[config.mk]
export PLATFORM = sky130hd
export DESIGN_NAME = imm_field_decoder_flat
export DESIGN_NICKNAME = d
export VERILOG_FILES = /design/src/rtl/imm_field_decoder_if.sv /design/src/rtl/imm_field_decoder.sv /design/src/flat_wrapper.sv
export SDC_FILE = /design/constraint.sdc
export NUM_CORES = 1
export LEC_CHECK = 0
export ABC_AREA = 0
export CELL_PAD_IN_SITES_DETAIL_PLACEMENT = 1
export CELL_PAD_IN_SITES_GLOBAL_PLACEMENT = 2
export CORE_MARGIN = 5
export CORE_UTILIZATION = 26
export DETAILED_ROUTE_END_ITERATION = 12
export PLACE_DENSITY = 0.82
export SYNTH_ARGS = -nofsm -noshare
export SYNTH_HDL_FRONTEND = slang
export SYNTH_SLANG_ARGS = --single-unit
[constraint.sdc]
create_clock -name clk -period 4.1 [get_ports clk]
set_clock_uncertainty 0.05 [all_clocks]
set_input_delay 0.82 -clock clk [delete_from_list [all_inputs] [get_ports clk]]
set_output_delay 0.82 -clock clk [all_outputs]
set_load 0.1 [all_outputs]
[src/rtl/imm_field_decoder_if.sv]
// Handshake and data bundle for the RV32I decode-stage immediate field decoder.
// The fetch side and the downstream consumer both sit on the master modport.
interface imm_field_decoder_if #(
    parameter int unsigned PC_WIDTH  = 32,
    parameter int unsigned CNT_WIDTH = 16
);

    logic                 in_valid;
    logic                 in_ready;
    logic [31:0]          in_inst;
    logic [PC_WIDTH-1:0]  in_pc;
    logic                 flush;

    logic                 out_valid;
    logic                 out_ready;
    logic [31:0]          out_inst;
    logic [PC_WIDTH-1:0]  out_pc;
    logic [11:0]          out_imm12;
    logic [2:0]           out_imm_fmt;
    logic                 out_illegal;
    logic [CNT_WIDTH-1:0] stall_cnt;

    modport master (
        output in_valid,
        output in_inst,
        output in_pc,
        output flush,
        output out_ready,
        input  in_ready,
        input  out_valid,
        input  out_inst,
        input  out_pc,
        input  out_imm12,
        input  out_imm_fmt,
        input  out_illegal,
        input  stall_cnt
    );

    modport slave (
        input  in_valid,
        input  in_inst,
        input  in_pc,
        input  flush,
        input  out_ready,
        output in_ready,
        output out_valid,
        output out_inst,
        output out_pc,
        output out_imm12,
        output out_imm_fmt,
        output out_illegal,
        output stall_cnt
    );

endinterface

[src/rtl/imm_field_decoder.sv]
// Decode-stage register slice: holds one instruction/PC, classifies its format,
// extracts the 12-bit immediate and counts back-pressure stall cycles.
module imm_field_decoder #(
    parameter int unsigned PC_WIDTH  = 32,
    parameter int unsigned CNT_WIDTH = 16
) (
    input logic               clk,
    input logic               rst,
    imm_field_decoder_if.slave bus
);

    typedef enum logic [2:0] {
        FmtNone = 3'd0,
        FmtI    = 3'd1,
        FmtS    = 3'd2,
        FmtB    = 3'd3,
        FmtU    = 3'd4,
        FmtJ    = 3'd5
    } imm_fmt_e;

    localparam logic [6:0] OpImm    = 7'b0010011;
    localparam logic [6:0] OpLoad   = 7'b0000011;
    localparam logic [6:0] OpJalr   = 7'b1100111;
    localparam logic [6:0] OpSystem = 7'b1110011;
    localparam logic [6:0] OpFence  = 7'b0001111;
    localparam logic [6:0] OpStore  = 7'b0100011;
    localparam logic [6:0] OpBranch = 7'b1100011;
    localparam logic [6:0] OpLui    = 7'b0110111;
    localparam logic [6:0] OpAuipc  = 7'b0010111;
    localparam logic [6:0] OpJal    = 7'b1101111;
    localparam logic [6:0] OpReg    = 7'b0110011;

    localparam logic [31:0]          NopInst  = 32'h0000_0013;
    localparam logic [CNT_WIDTH-1:0] CntMax   = {CNT_WIDTH{1'b1}};

    logic                 out_valid_q,   out_valid_d;
    logic [31:0]          out_inst_q,    out_inst_d;
    logic [PC_WIDTH-1:0]  out_pc_q,      out_pc_d;
    logic [11:0]          out_imm12_q,   out_imm12_d;
    imm_fmt_e             out_imm_fmt_q, out_imm_fmt_d;
    logic                 out_illegal_q, out_illegal_d;
    logic [CNT_WIDTH-1:0] stall_cnt_q,   stall_cnt_d;

    logic [11:0] dec_imm12;
    imm_fmt_e    dec_fmt;
    logic        dec_illegal;
    logic        in_ready;
    logic        load;

    // Decode straight from the incoming word so the result is captured with it.
    always_comb begin
        dec_imm12   = 12'h000;
        dec_fmt     = FmtNone;
        dec_illegal = 1'b1;
        if (bus.in_inst[1:0] == 2'b11) begin
            case (bus.in_inst[6:0])
                OpImm, OpLoad, OpJalr, OpSystem, OpFence: begin
                    dec_imm12   = bus.in_inst[31:20];
                    dec_fmt     = FmtI;
                    dec_illegal = 1'b0;
                end
                OpStore: begin
                    dec_imm12   = {bus.in_inst[31:25], bus.in_inst[11:7]};
                    dec_fmt     = FmtS;
                    dec_illegal = 1'b0;
                end
                OpBranch: begin
                    // Half-offset; the sign extender shifts left by one.
                    dec_imm12   = {bus.in_inst[31], bus.in_inst[7],
                                   bus.in_inst[30:25], bus.in_inst[11:8]};
                    dec_fmt     = FmtB;
                    dec_illegal = 1'b0;
                end
                OpLui, OpAuipc: begin
                    dec_fmt     = FmtU;
                    dec_illegal = 1'b0;
                end
                OpJal: begin
                    dec_fmt     = FmtJ;
                    dec_illegal = 1'b0;
                end
                OpReg: begin
                    dec_illegal = 1'b0;
                end
                default: begin
                    dec_illegal = 1'b1;
                end
            endcase
        end
    end

    always_comb begin
        in_ready = !bus.flush && (!out_valid_q || bus.out_ready);
        load     = bus.in_valid && in_ready;
    end

    always_comb begin
        out_valid_d   = out_valid_q;
        out_inst_d    = out_inst_q;
        out_pc_d      = out_pc_q;
        out_imm12_d   = out_imm12_q;
        out_imm_fmt_d = out_imm_fmt_q;
        out_illegal_d = out_illegal_q;
        stall_cnt_d   = stall_cnt_q;

        if (out_valid_q && !bus.out_ready && (stall_cnt_q != CntMax)) begin
            stall_cnt_d = stall_cnt_q + 1'b1;
        end

        if (bus.flush) begin
            out_valid_d = 1'b0;
        end else if (load) begin
            out_valid_d   = 1'b1;
            out_inst_d    = bus.in_inst;
            out_pc_d      = bus.in_pc;
            out_imm12_d   = dec_imm12;
            out_imm_fmt_d = dec_fmt;
            out_illegal_d = dec_illegal;
        end else if (out_valid_q && bus.out_ready) begin
            out_valid_d = 1'b0;
        end
    end

    always_ff @(posedge clk or posedge rst) begin
        if (rst) begin
            out_valid_q   <= 1'b0;
            out_inst_q    <= NopInst;
            out_pc_q      <= '0;
            out_imm12_q   <= 12'h000;
            out_imm_fmt_q <= FmtNone;
            out_illegal_q <= 1'b0;
            stall_cnt_q   <= '0;
        end else begin
            out_valid_q   <= out_valid_d;
            out_inst_q    <= out_inst_d;
            out_pc_q      <= out_pc_d;
            out_imm12_q   <= out_imm12_d;
            out_imm_fmt_q <= out_imm_fmt_d;
            out_illegal_q <= out_illegal_d;
            stall_cnt_q   <= stall_cnt_d;
        end
    end

    assign bus.in_ready    = in_ready;
    assign bus.out_valid   = out_valid_q;
    assign bus.out_inst    = out_inst_q;
    assign bus.out_pc      = out_pc_q;
    assign bus.out_imm12   = out_imm12_q;
    assign bus.out_imm_fmt = out_imm_fmt_q;
    assign bus.out_illegal = out_illegal_q;
    assign bus.stall_cnt   = stall_cnt_q;

endmodule

[src/flat_wrapper.sv]
// flat-port wrapper written by rule: the top's interface ports become plain ports
module imm_field_decoder_flat 
#(
    parameter int unsigned PC_WIDTH  = 32,
    parameter int unsigned CNT_WIDTH = 16
)
  (clk, rst, bus_in_valid, bus_in_inst, bus_in_pc, bus_flush, bus_out_ready, bus_in_ready, bus_out_valid, bus_out_inst, bus_out_pc, bus_out_imm12, bus_out_imm_fmt, bus_out_illegal, bus_stall_cnt);
  imm_field_decoder_if #(.PC_WIDTH(PC_WIDTH), .CNT_WIDTH(CNT_WIDTH)) bus_i ();
  input logic clk;
  input logic rst;
  input wire logic [$bits(bus_i.in_valid)-1:0] bus_in_valid;
  input wire logic [$bits(bus_i.in_inst)-1:0] bus_in_inst;
  input wire logic [$bits(bus_i.in_pc)-1:0] bus_in_pc;
  input wire logic [$bits(bus_i.flush)-1:0] bus_flush;
  input wire logic [$bits(bus_i.out_ready)-1:0] bus_out_ready;
  output wire logic [$bits(bus_i.in_ready)-1:0] bus_in_ready;
  output wire logic [$bits(bus_i.out_valid)-1:0] bus_out_valid;
  output wire logic [$bits(bus_i.out_inst)-1:0] bus_out_inst;
  output wire logic [$bits(bus_i.out_pc)-1:0] bus_out_pc;
  output wire logic [$bits(bus_i.out_imm12)-1:0] bus_out_imm12;
  output wire logic [$bits(bus_i.out_imm_fmt)-1:0] bus_out_imm_fmt;
  output wire logic [$bits(bus_i.out_illegal)-1:0] bus_out_illegal;
  output wire logic [$bits(bus_i.stall_cnt)-1:0] bus_stall_cnt;
  assign bus_i.in_valid = bus_in_valid;
  assign bus_i.in_inst = bus_in_inst;
  assign bus_i.in_pc = bus_in_pc;
  assign bus_i.flush = bus_flush;
  assign bus_i.out_ready = bus_out_ready;
  assign bus_in_ready = bus_i.in_ready;
  assign bus_out_valid = bus_i.out_valid;
  assign bus_out_inst = bus_i.out_inst;
  assign bus_out_pc = bus_i.out_pc;
  assign bus_out_imm12 = bus_i.out_imm12;
  assign bus_out_imm_fmt = bus_i.out_imm_fmt;
  assign bus_out_illegal = bus_i.out_illegal;
  assign bus_stall_cnt = bus_i.stall_cnt;
  imm_field_decoder #(.PC_WIDTH(PC_WIDTH), .CNT_WIDTH(CNT_WIDTH)) u_core (.clk(clk), .rst(rst), .bus(bus_i));
endmodule
==> impl_metrics.py, run 1 <==
metrics = {
    "timing": {
        "fmax_ghz": 0.342,
        "timing.final.crit_share_pct": 71.4,
        "setup-tns-final_ns": 0,
        "slew_viol_final": 0,
        "hold_viol": 0,
        "rsz0062_at_grt": "no",
        "setup_viol": 0,
        "period_needed_ns": 2.93,
        "tightest_slew_ns": 1.05,
        "slew_headroom_pct": 30.1,
    },
    "worst_setup_path": {
        "crit_required_ns": 3.23,
        "arrival_ns": 2.06,
        "setup.worst_path.start_class": "flip-flop",
        "reg2reg_depth": 4,
        "cp_max_fo": 2,
        "critPathMaxStageDelay_ns": 1.18,
        "path_depth": 1,
        "worstPathCellList": "clkdlybuf4s50_1",
        "crit_slowest_cell": "clkdlybuf4s50_1",
        "critical_path_class": "reg2out",
        "path_buf_inv": 1,
        "endpoint_kind": "output pin",
        "critPathTopFamily": "buffers and inverters",
    },
    "synth": {
        "synth-async-reset-ratio_pct": 100,
        "synth_cells": 485,
        "syn-num-nets": 555,
        "ys.flop_type": "dfrtp_1",
        "synth_seq_cells": 97,
        "synth_edf_count": 0,
        "avgSynthCellArea_um2": 9.28,
        "synthSimpleGateAreaFrac_pct": 25.7,
        "syn_area_um2": 4500,
        "synth_area_leaders": "dfrtp_1 (52%), nand2_1 (18%), mux2i_1 (2.4%)",
        "synth-xor-area-share_pct": 2.53,
        "synth_top_area_share_pct": 52.3,
        "synth_fa_ha_area_share_pct": 0.500,
        "synth_cell_types": 52,
        "synth_compound_area_share_pct": 10.6,
        "ys_warn_count": 0,
        "synth_top_cell_by_area": "dfrtp_1",
        "synth_top_family_by_area": "simple AND/OR/NAND/NOR gates",
        "synthMuxAreaShare_pct": 2.70,
        "yosysSeqAreaShare_pct": 54.0,
    },
    "cells_and_area": {
        "regArea_um2": 2430,
        "fin_util_pct": 39.0,
        "syn_to_final_growth_pct": 48.4,
        "layout_commonest_cell": "nand2_1",
        "layout-drive-gt1-share_pct": 5.71,
        "multi_input_area_um2": 1900,
        "final_cell_mix": "nand2_1 (212), clkdlybuf4s50_1 (165), dfrtp_1 (94)",
        "antenna_cells": 0,
        "fillers": 1983,
        "layout.nets": 713,
    },
    "power_and_ir_drop": {
        "p_per_area_nw_per_um2": 536,
        "peakVddDrop_v": 0.000558,
        "leakagePower_nw": 3.04,
    },
    "die": {
        "die_h_um": 142,
        "die_area_um2": 20000,
        "io_pins": 167,
        "fp.dieW_um": 142,
        "core_area_um2": 17100,
        "rows": 48,
        "initial_core_util_pct": 26.3,
    },
    "hold_path": {
        "worstHoldPathCells": 2,
        "hp-class": "reg2reg",
    },
    "global_route": {
        "grt_pass1_vias": 4361,
        "grt-ovfl-total": 0,
        "grt_max_degree": 65,
        "grt_first_pass_wirelength_mm": 23.9,
        "antenna_found_initial": 0,
        "grtUsageTotal_pct": 14.9,
    },
    "clock_network": {
        "tritoncts": "yes",
        "cts_hold_buffers": 0,
        "clk_path_buf_depth": 2,
        "ctsRootBufferMaster": "clkbuf_16",
        "clock-sinks": 97,
        "worstSkewPairLatency_ns": 0.35,
        "cts_buffers": 9,
        "cts_setup_buffers": 0,
        "ctsResizeCount": 0,
        "htreeDepth": 3,
        "clkTransAtPathRegs_ns": 0.07,
    },
    "place": {
        "gp_congestion": 0.772,
        "port_buffers": 166,
        "dp_hpwl_mm": 10.9,
    },
    "run_status": {
        "outcome": "completed",
    },
    "routing": {
        "ant_nets": 0,
        "avgRoutedWirePerCell_um": 16.8,
        "first_pass_iters": 4,
        "via_per_inst": 4.60,
        "drtIter0Drc": 203,
        "detailroute.via_count": 4017,
        "remaining_drc_errors": 0,
        "routed_wl_mm": 14.7,
    },
    "run": {
        "drv_cap": 0,
    },
}
-- kinds of logic (layout without fill, tap and decap cells) --
group           count (synthesis)  in the layout
compound gates                 61             61
xor+xnor                       13             13
fa+ha+maj                       2              2
buf+inv                        32            195
flops                          97             97
mux                            12             12
simple gates                  268            268
-- power breakdown --
group	switching [W]	total (W)	internal, W
Combinational	0.00114	0.00148	0.000340
Sequential	0.0000872	0.00116	0.00108
Clock	0.000392	0.000929	0.000538
-- cell usage after synthesis (all sizes together) (2+ instances only) --
cell type  number
nand2         212
dfrtp          94
clkbuf         18
o31ai          14
xor2           12
mux2i          11
nand3          11
nor2           10
buf             9
a22oi           7
o2bb2ai         6
inv             5
nor3            5
nor4            5
o211ai          5
o21ai           5
a211oi          4
a21o            4
a21oi           4
a32oi           4
and2            4
nand4           4
dfstp           3
nor2b           3
a31oi           2
nand2b          2
nand4b          2
nor3b           2
-- final timing paths --
kind                            slack, ns                           startpoint                                  end
worst max-delay path                 1.17   u_core.bus.out_inst[4]$_DFFE_PP1P_                      bus_out_inst[4]
worst min-delay path                 0.42   u_core.bus.out_inst[0]$_DFFE_PP1P_   u_core.bus.out_inst[0]$_DFFE_PP1P_
worst max register to register       2.12  u_core.bus.stall_cnt[5]$_DFFE_PP0P_  u_core.bus.stall_cnt[1]$_DFFE_PP0P_
worst min register to register       0.42   u_core.bus.out_inst[0]$_DFFE_PP1P_   u_core.bus.out_inst[0]$_DFFE_PP1P_
max in group asynchronous            2.28                                  rst   u_core.bus.out_inst[1]$_DFFE_PP1P_
min in group asynchronous            0.85                                  rst    u_core.bus.out_pc[16]$_DFFE_PP0P_
-- state kept, by name, summed over array words and instances, names as in the netlist --
register                count
u_core.bus.out_imm_fmt      3
u_core.bus.stall_cnt       16
u_core.bus.out_inst        32
u_core.bus.out_pc          32
u_core.bus.out_illegal      1
u_core.bus.out_imm12       12
u_core.bus.out_valid        1
-- metal layers --
layer  GRT usage [%]  up-vias  share of wire, %
met3            5.12       12               7.4
met5               0        -                 0
met4            4.39        0               1.3
met2            24.9       95                49
met1            18.4     1968                43
li1                -     1942                 -
-- metrics by stage --
step	worst slack [ns]	area [um^2]	hold slack [ns]	total power [W]	instances
4_1_cts	1.13	6680	0.425	0.00363	873
3_3_place_gp	1.13	6360	0.397	0.00265	857
6_report	1.17	6680	0.418	0.00358	873
2_1_floorplan	0.701	4500	0.632	0.00226	485
5_1_grt	1.09	6680	0.446	0.00373	873
3_5_place_dp	1.00	6360	0.407	0.00268	857
-- cell type report --
cell class | instances | share of cell area (%)
clock buffers | 10 | 3.43
well taps | 225 | 4.22
flip-flops and latches | 97 | 36.4
repair buffers | 174 | 25.7
inverters | 5 | 0.319
clock inverters | 6 | 1.37
multi-input cells | 356 | 28.5
Note: power is estimated with default switching activity, not from simulation.
==> run 2: changes to the inputs <==
- CORE_UTILIZATION: 26 -> 23
- PLACE_DENSITY: 0.82 -> 0.77
- clock period: 4.1 -> 2.51 ns (I/O delays scaled with it)
==> run 2 against run 1 <==
Compared with the run above:
- count of clock-buffer cells in the layout increased by 1
- non-clock buffer count grew 13
- sequential share of layout area grew 0.16 points
- final cell count is 5.8% higher
- worst hold slack lost 0.0011 ns
- total power grew 65%
- global-route usage is 0.69 points lower
==> impl_metrics.py, run 2 (synthesized netlist as in run 1, its figures left out) <==
metrics = {
    "die": {
        "fp.dieW_um": 150,
        "core_area_um2": 19300,
        "die_h_um": 150,
        "io_pins": 167,
        "initial_core_util_pct": 23.3,
        "die_area_um2": 22500,
        "rows": 51,
    },
    "worst_setup_path": {
        "critPathMaxStageDelay_ns": 0.55,
        "critical_path_class": "in2reg",
        "crit_slowest_cell": "clkdlybuf4s50_1",
        "worstPathCellList": "clkdlybuf4s50_1, or4b_4, a311oi_4, a22oi_1, o31ai_1",
        "critPathTopFamily": "compound AO/OA/AOI/OAI gates",
        "path_buf_inv": 1,
        "arrival_ns": 2.36,
        "path_depth": 5,
        "r2r_slack_ns": 0.71,
        "rr_startpoint": "u_core.bus.stall_cnt[5]$_DFFE_PP0P_",
        "endpoint_kind": "flip-flop",
        "cp_max_fo": 6,
        "reg2reg_to": "u_core.bus.stall_cnt[1]$_DFFE_PP0P_",
        "crit_required_ns": 2.71,
        "reg2reg_depth": 5,
        "setup.worst_path.start_class": "input pin",
    },
    "cells_and_area": {
        "fillers": 2229,
        "layout_commonest_cell": "nand2_1",
        "antenna_cells": 0,
        "syn_to_final_growth_pct": 47.7,
        "layout-drive-gt1-share_pct": 22.2,
        "layout.nets": 726,
        "final_cell_mix": "nand2_1 (212), buf_4 (115), dfrtp_1 (94)",
        "fin_util_pct": 34.4,
    },
    "clock_network": {
        "clkTransAtPathRegs_ns": 0.07,
        "tritoncts": "yes",
        "ctsRootBufferMaster": "clkbuf_16",
        "clk_path_buf_depth": 2,
        "clock-sinks": 97,
        "htreeDepth": 3,
        "worstSkewPairLatency_ns": 0.34,
        "cts_hold_buffers": 0,
        "cts_setup_buffers": 0,
        "ctsResizeCount": 0,
        "cts_buffers": 9,
    },
    "hold_path": {
        "hp-class": "reg2reg",
        "hold_start": "u_core.bus.out_inst[4]$_DFFE_PP1P_",
        "hold_path_end": "u_core.bus.out_inst[4]$_DFFE_PP1P_",
        "worstHoldPathCells": 2,
    },
    "global_route": {
        "grt-ovfl-total": 0,
        "grt_first_pass_wirelength_mm": 25.2,
        "grt_pass1_vias": 4551,
        "grtUsageTotal_pct": 14.2,
        "antenna_found_initial": 0,
        "grt_max_degree": 63,
    },
    "routing": {
        "drtIter0Drc": 132,
        "routed_wl_mm": 15.7,
        "remaining_drc_errors": 0,
        "first_pass_iters": 4,
        "detailroute.via_count": 4134,
        "ant_nets": 0,
        "avgRoutedWirePerCell_um": 17.0,
        "via_per_inst": 4.47,
    },
    "timing": {
        "timing.final.crit_share_pct": 86.0,
        "period_needed_ns": 2.16,
        "tightest_slew_ns": 0.529,
        "rsz0062_at_grt": "no",
        "fmax_ghz": 0.463,
        "hold-worst-slack_ns": 0.416,
        "setup-tns-final_ns": 0,
        "slew_viol_final": 0,
        "setup_viol": 0,
        "slew_headroom_pct": 64.6,
        "hold_viol": 0,
    },
    "power_and_ir_drop": {
        "leakagePower_nw": 3.27,
        "p_per_area_nw_per_um2": 887,
        "peakVddDrop_v": 0.000619,
    },
    "place": {
        "port_buffers": 166,
        "dp_hpwl_mm": 11.7,
        "gp_congestion": 0.785,
    },
    "run": {
        "drv_cap": 0,
    },
    "run_status": {
        "outcome": "completed",
    },
}
-- run 2: changes by cell type in the layout (fill, tap and decap cells not counted), sizes merged --
cell,before,now
buf,9,119
clkdlybuf4s50,165,68
clkinvlp,3,1
inv,6,4
bufinv,2,3
clkbuf,10,11
-- run 2: routing by layer --
metal	GRT usage [%]	vias up	wire length, um
met5	0	-	0
met4	3.48	0	119
met3	4.91	10	1120
met2	23.7	104	7760
met1	17.7	2063	6740
li1	-	1957	-
-- run 2: how the worst max path moves through the flow --
| stage | start | to | slack [ns] |
|---|---|---|---|
| 5_1_grt | bus_in_inst[2] | u_core.bus.out_imm12[0]$_DFFE_PP0P_ | 0.28 |
| 6_report | bus_in_inst[5] | u_core.bus.out_imm12[8]$_DFFE_PP0P_ | 0.35 |
| 3_5_place_dp | bus_in_inst[3] | u_core.bus.out_imm12[7]$_DFFE_PP0P_ | 0.03 |
| 2_1_floorplan | u_core.bus.stall_cnt[6]$_DFFE_PP0P_ | u_core.bus.stall_cnt[1]$_DFFE_PP0P_ | 0.03 |
| 3_3_place_gp | bus_in_inst[3] | u_core.bus.out_imm12[9]$_DFFE_PP0P_ | 0.07 |
| 4_1_cts | bus_in_inst[3] | u_core.bus.out_imm12[9]$_DFFE_PP0P_ | 0.40 |
-- run 2: through the flow --
stage	std cells	instance area [um^2]	setup WS (ns)	total power, W
floorplan	485	4510	0.0273	0.00369
global placement	910	6320	0.0719	0.00431
detailed placement	910	6320	0.0267	0.00435
CTS	924	6650	0.402	0.00599
global route	924	6650	0.282	0.00616
finish	924	6650	0.351	0.00590
-- run 2: where the power goes --
part	switching, W	internal (W)
logic	0.00188	0.000507
registers	0.000149	0.00176
clock network	0.000613	0.000992
total	0.00264	0.00326
-- run 2: area by class of cell --
class | instances | area, um^2 | share of cell area (%)
inverters | 5 | 22.5 | 0.339
clock inverters | 3 | 90.1 | 1.35
well taps | 265 | 332 | 4.99
flip-flops and latches | 97 | 2430 | 36.6
clock buffers | 11 | 243 | 3.65
multi-input cells | 356 | 1910 | 28.7
repair buffers | 187 | 1620 | 24.4
-- run 2: worst reg2reg max path, stage by stage (launching register included) --
cell and delay (ns):
dfrtp_1 0.45, nand4_1 0.21, nor4_4 0.30, buf_4 0.20
a31oi_1 0.14, mux2_1 0.34
==> run 3: changes to the inputs <==
- ABC_CLOCK_PERIOD_IN_PS: unset -> 2510
==> results of run 3 <==
Same layout as run 2: the final DEF is identical, and so are final timing and power.
